--- config.mk ---
export PLATFORM = sky130hd
export DESIGN_NAME = uart_tx_sched
export DESIGN_NICKNAME = d
export VERILOG_FILES = /design/src/rtl/uart_tx_sched.sv
export SDC_FILE = /design/constraint.sdc
export NUM_CORES = 1
export LEC_CHECK = 0
export ABC_AREA = 1
export CORE_MARGIN = 1.5
export CORE_UTILIZATION = 39
export CTS_CLUSTER_SIZE = 14
export DETAILED_ROUTE_END_ITERATION = 8
export GPL_TIMING_DRIVEN = 0
export PLACE_DENSITY_LB_ADDON = 0.3
export SYNTH_ARGS = -nofsm -noshare
export SYNTH_HDL_FRONTEND = slang
export SYNTH_SLANG_ARGS = --single-unit
--- constraint.sdc ---
create_clock -name clk -period 1.5 [get_ports clk]
set_input_delay 0.225 -clock clk [delete_from_list [all_inputs] [get_ports clk]]
set_output_delay 0.225 -clock clk [all_outputs]
set_load 0.02 [all_outputs]
--- src/rtl/uart_tx_sched.sv ---
// uart_tx_sched: round-robin arbiter sharing one uart_tx among NREQ byte requesters.
// Winner's byte/parity enable are latched at grant and held while uart_ap_ready=1.
// Once uart_tx reports completion the requester is acked, then the block waits for
// uart_tx to go idle again.
// Optional: define UART_SCHED_TMO_EN to add a SEND watchdog of TMO_CYCLES cycles.
module uart_tx_sched #(
  parameter int NREQ       = 4,
  parameter int TMO_CYCLES = 64
) (
  input  logic                    clk,
  input  logic                    ap_rst,
  input  logic [NREQ-1:0]         req,
  input  logic [NREQ*8-1:0]       req_data,
  input  logic [NREQ-1:0]         req_pairty,
  output logic [NREQ-1:0]         ack,
  output logic                    busy,
  output logic [$clog2(NREQ)-1:0] grant_id,
  output logic                    uart_ap_ready,
  output logic [7:0]              uart_data,
  output logic                    uart_pairty,
  input  logic                    uart_ap_vaild,
  output logic                    tmo_err
);
  localparam int IW = $clog2(NREQ);

  typedef enum logic [1:0] {IDLE, SEND, DRAIN} state_t;

  state_t          state, state_n;
  logic [IW-1:0]   rr_ptr, rr_ptr_n, grant_n, win, ptr_after;
  logic            win_vld;
  logic [NREQ-1:0] ack_n;
  logic [7:0]      data_n;
  logic            par_n;

`ifdef UART_SCHED_TMO_EN
  localparam int CW = $clog2(TMO_CYCLES);
  logic [CW-1:0] tmo_cnt;
  logic          tmo_n, tmo_q;
`endif

  assign busy          = (state != IDLE);
  assign uart_ap_ready = (state == SEND);
  // pointer skips past the requester just served, so it gets lowest priority next
  assign ptr_after     = (grant_id == IW'(NREQ-1)) ? '0 : grant_id + 1'b1;

  // first asserted req searching upward from rr_ptr with wrap
  always_comb begin
    int idx;
    win     = '0;
    win_vld = 1'b0;
    for (int k = 0; k < NREQ; k++) begin
      idx = int'(rr_ptr) + k;
      if (idx >= NREQ) idx = idx - NREQ;
      if (!win_vld && req[idx]) begin
        win_vld = 1'b1;
        win     = IW'(idx);
      end
    end
  end

  // next state and next registered outputs
  always_comb begin
    state_n  = state;
    rr_ptr_n = rr_ptr;
    grant_n  = grant_id;
    data_n   = uart_data;
    par_n    = uart_pairty;
    ack_n    = '0;
`ifdef UART_SCHED_TMO_EN
    tmo_n    = 1'b0;
`endif
    case (state)
      IDLE: begin
        // a high uart_ap_vaild here is a stale frame: hold off until uart_tx is idle
        if (win_vld && !uart_ap_vaild) begin
          state_n = SEND;
          grant_n = win;
          data_n  = req_data[8*int'(win) +: 8];
          par_n   = req_pairty[win];
        end
      end
      SEND: begin
        if (uart_ap_vaild) begin
          state_n         = DRAIN;
          ack_n[grant_id] = 1'b1;
          rr_ptr_n        = ptr_after;
        end
`ifdef UART_SCHED_TMO_EN
        else if (tmo_cnt == CW'(TMO_CYCLES-1)) begin
          state_n  = DRAIN;
          tmo_n    = 1'b1;
          rr_ptr_n = ptr_after;
        end
`endif
      end
      DRAIN: begin
        if (!uart_ap_vaild) state_n = IDLE;
      end
      default: state_n = IDLE;
    endcase
  end

  // state and registered outputs
  always_ff @(posedge clk or posedge ap_rst) begin
    if (ap_rst) begin
      state       <= IDLE;
      rr_ptr      <= '0;
      grant_id    <= '0;
      uart_data   <= 8'h00;
      uart_pairty <= 1'b0;
      ack         <= '0;
    end else begin
      state       <= state_n;
      rr_ptr      <= rr_ptr_n;
      grant_id    <= grant_n;
      uart_data   <= data_n;
      uart_pairty <= par_n;
      ack         <= ack_n;
    end
  end

`ifdef UART_SCHED_TMO_EN
  // SEND cycle counter; held at zero outside SEND so each SEND entry starts from 0
  always_ff @(posedge clk or posedge ap_rst) begin
    if (ap_rst) begin
      tmo_cnt <= '0;
      tmo_q   <= 1'b0;
    end else begin
      tmo_cnt <= (state == SEND) ? tmo_cnt + 1'b1 : '0;
      tmo_q   <= tmo_n;
    end
  end
  assign tmo_err = tmo_q;
`else
  assign tmo_err = 1'b0;
`endif

endmodule

==> impl_metrics.env <==
export IMPL_failed_checks="negative setup slack"
export IMPL_fmax_mhz=540
export IMPL_synth_distinct_cells=25
export IMPL_stdcell_area_mm2=0.00252
export IMPL_cp_start_kind="flip-flop"
export IMPL_outcome="complete, but fails checks"
export IMPL_start_util_pct=41.3
export IMPL_avgViaCountPerCell=4.64
export IMPL_cts_root_buf="clkbuf_8"
export IMPL_path_cells="buf_6 -> inv_8 -> nand2_2 -> nand2_2 -> nand2_2 -> nand2_4 -> nor2_8 -> nand3_4 -> nand3_4 -> buf_8 -> buf_12 -> nand2_2 -> nand2_1 -> nand2_1 -> nand3_2"
export IMPL_grt_pass1_wl_um=6110
export IMPL_placed_area_mm2=0.00224
export IMPL_clock_latency_ns=0.25
export IMPL_vias=1630
export IMPL_route_detailed_wl_per_inst_um=11.5
export IMPL_hold_path_class="in2async"
export IMPL_min_period_ns=1.85
export IMPL_grt_pass1_vias=1491
export IMPL_netlist_area_mm2=0.00154
export IMPL_cts_tree="done"
export IMPL_fill_cells=325
export IMPL_hpwl_um=2730
export IMPL_numCtsBuffers=3
export IMPL_gr_total_overflow=0
export IMPL_syn_inst=224
export IMPL_drive_gt1_share_pct=27.4
export IMPL_crit_path_end_kind="flip-flop"
export IMPL_ys_warnings_count=0
export IMPL_synth_adder_area_share_pct=3.26
export IMPL_ys_seq_area_share_pct=30.9
export IMPL_synth_top_family_by_area="simple AND/OR/NAND/NOR gates"
export IMPL_die_y_um=65.8
export IMPL_first_iter_violations=48
export IMPL_holdWs_ns=0.368
export IMPL_p_leak_uw=0.00131
export IMPL_die_area_mm2=0.00433
export IMPL_setup_viol=12
export IMPL_min_period_over_period_pct=123
export IMPL_io_buffer_count=59
export IMPL_crit_type="reg2reg"
export IMPL_dr_wl_met2_um=2070
export IMPL_top_layer="met4"
export IMPL_drt_antenna_violating_nets=0
export IMPL_dieWidth_um=65.8
export IMPL_crit_family="simple AND/OR/NAND/NOR gates"
export IMPL_first_pass_iters=4
export IMPL_cts_sinks=19
export IMPL_m1WireLength_um=1660
export IMPL_powerDensity_mw_per_mm2=2440
export IMPL_synth_xor_area_share_pct=0
export IMPL_cts_buffer_depth=2
export IMPL_wl_um=4020
export IMPL_antenna_found_initial=0
export IMPL_setup_tns_ns=-3.75
export IMPL_worstPathMaxFanout=7
export IMPL_tightest_slew_ns=0.685
export IMPL_finalHoldViolations=0
export IMPL_antenna_cells=0
export IMPL_pin_count=61
export IMPL_drcViolationCount=0
export IMPL_synth_nets=271
export IMPL_drv_slew=0
export IMPL_ys_ff_latch=19
export IMPL_muxShareOfSynthArea_pct=0
export IMPL_path_clk_slew_ns=0.07
export IMPL_setup_ws_ns=-0.350
export IMPL_area_growth_pct=63.9
export IMPL_path_common_cell="nand2_2"
export IMPL_track_usage_pct=17.5
export IMPL_cpPeakStageDelay_ns=0.40
export IMPL_met3WireLength_um=222
export IMPL_fin_nets=351
export IMPL_dp_cells=331
export IMPL_slowest_stage="dfrtp_1"
export IMPL_finalClockSkew_ns=0.00154
export IMPL_grt_max_degree=20
export IMPL_synth_compound_area_share_pct=2.28
export IMPL_cp_data_required_time_ns=1.65
export IMPL_maxSlewHeadroom_pct=54.3
export IMPL_cts_max_level=1
export IMPL_cp_num_buf_inv=4
export IMPL_final_cells=351
export IMPL_place_congestion=0.804
export IMPL_core_mm2=0.00372
export IMPL_rsz0062_at_grt="true"
export IMPL_syn_area_per_cell_um2=6.86
export IMPL_synth_simple_area_share_pct=51.4
export IMPL_rows=22
export IMPL_cap_violations=0
export IMPL_peakVddDrop_mv=1.41
export IMPL_crit_arrival_ns=2.00
sequential cells by signal, summed over array words and instances (netlist names):
| register | count |
|---|---|
| grant_id | 2 |
| state | 2 |
| uart_pairty | 1 |
| rr_ptr | 2 |
| ack | 4 |
| uart_data | 8 |
where the power goes:
part	internal [µW]	switching (µW)	leakage, µW
clock	185	168	0.0000255
combinational	2220	2680	0.00104
sequential	729	164	0.000241
cells in the final DEF, fill, tap and decap left out:
master	count
nand2_1	89
clkdlybuf4s50_1	55
nand2_2	24
inv_1	23
dfrtp_1	18
buf_4	12
nand3_2	9
nand3_1	8
nor2_1	6
nand2_4	6
nand3_4	6
o21ai_0	5
nor2_4	4
nand4_1	4
ha_1	4
dlygate4sd2_1	4
buf_6	3
inv_4	3
inv_2	3
buf_12	3
clkbuf_8	3
a21oi_1	2
inv_8	1
nor2_8	1
buf_8	1
nor3_1	1
conb_1	1
clkinv_2	1
clkbuf_16	1
buf_2	1
dfrtp_2	1
layer usage:
metal  GRT usage, %  vias up
met1           21.7      721
met2           31.1       56
li1               -      845
met3           3.08        8
met4           4.43        0
met5              0        -
cells in the mapped netlist:
| cell | count | area, µm² |
|---|---|---|
| o21ai_0 | 5 | 25.0 |
| nor2_8 | 1 | 20.0 |
| nor2_2 | 1 | 6.26 |
| nand2_4 | 1 | 11.3 |
| buf_4 | 2 | 15.0 |
| nand3_4 | 2 | 35.0 |
| nand3_2 | 10 | 100 |
| inv_1 | 23 | 86.3 |
| nor2_1 | 7 | 26.3 |
| nand4_1 | 4 | 25.0 |
| nor3_1 | 1 | 5.00 |
| ha_1 | 4 | 50.1 |
| inv_8 | 1 | 11.3 |
| nand2_1 | 102 | 383 |
| buf_2 | 1 | 5.00 |
| inv_2 | 5 | 18.8 |
| buf_8 | 1 | 15.0 |
| nand2_2 | 16 | 100 |
| dfrtp_1 | 19 | 475 |
| conb_1 | 1 | 3.75 |
| nand3_1 | 11 | 55.1 |
| nor2_4 | 2 | 22.5 |
| a21oi_1 | 2 | 10.0 |
| buf_6 | 1 | 11.3 |
| buf_12 | 1 | 20.0 |
cell type report:
| type | count | area, µm² | share of cell area (%) |
|---|---|---|---|
| clock buffers | 3 | 41.3 | 1.64 |
| flip-flops and latches | 19 | 477 | 18.9 |
| inverters | 29 | 121 | 4.82 |
| repair inverters | 1 | 6.26 | 0.248 |
| clock inverters | 1 | 5.00 | 0.199 |
| multi-input cells | 170 | 993 | 39.4 |
| plain buffers | 6 | 76.3 | 3.03 |
| repair buffers | 74 | 738 | 29.3 |
| well taps | 48 | 60.1 | 2.38 |
metrics by stage:
stage	util (%)	worst slack, ns	power (µW)
6_report	67.8	-0.350	6140
4_1_cts	63.8	-0.315	5550
2_1_floorplan	-	-0.171	3860
3_3_place_gp	60.2	-0.542	4790
5_1_grt	67.8	-0.454	6640
3_5_place_dp	60.2	-0.573	4850
path summary, 6_finish.rpt:
check                              from           end  slack, ns  depth (start not counted)
max                           rr_ptr[0]  uart_data[4]      -0.35                         15
min                              ap_rst        ack[1]       0.37                          2
max reg2reg                   rr_ptr[0]  uart_data[4]      -0.35                         15
min reg2reg                uart_data[4]  uart_data[4]       0.50                          2
max in group asynchronous        ap_rst     rr_ptr[1]       0.65                          2
min in group clk           uart_data[4]  uart_data[4]       0.50                          2
repair_timing:
action | 4_1_cts | 5_1_grt
hold buffers | 0 | 0
gates resized for setup | 12 | 17
setup buffers | 5 | 7
endpoints found under the setup margin | 16 | 13
cloned | 2 | 2
pin swaps | 3 | 11
cell families after synthesis:
logic type               Yosys count
other                              1
AO/OA/AOI/OAI                      7
adder cells (fa/ha/maj)            4
buffers and inverters             35
flip-flops                        19
AND/OR/NAND/NOR                  158
No activity file was read; power rests on OpenSTA's default activity.
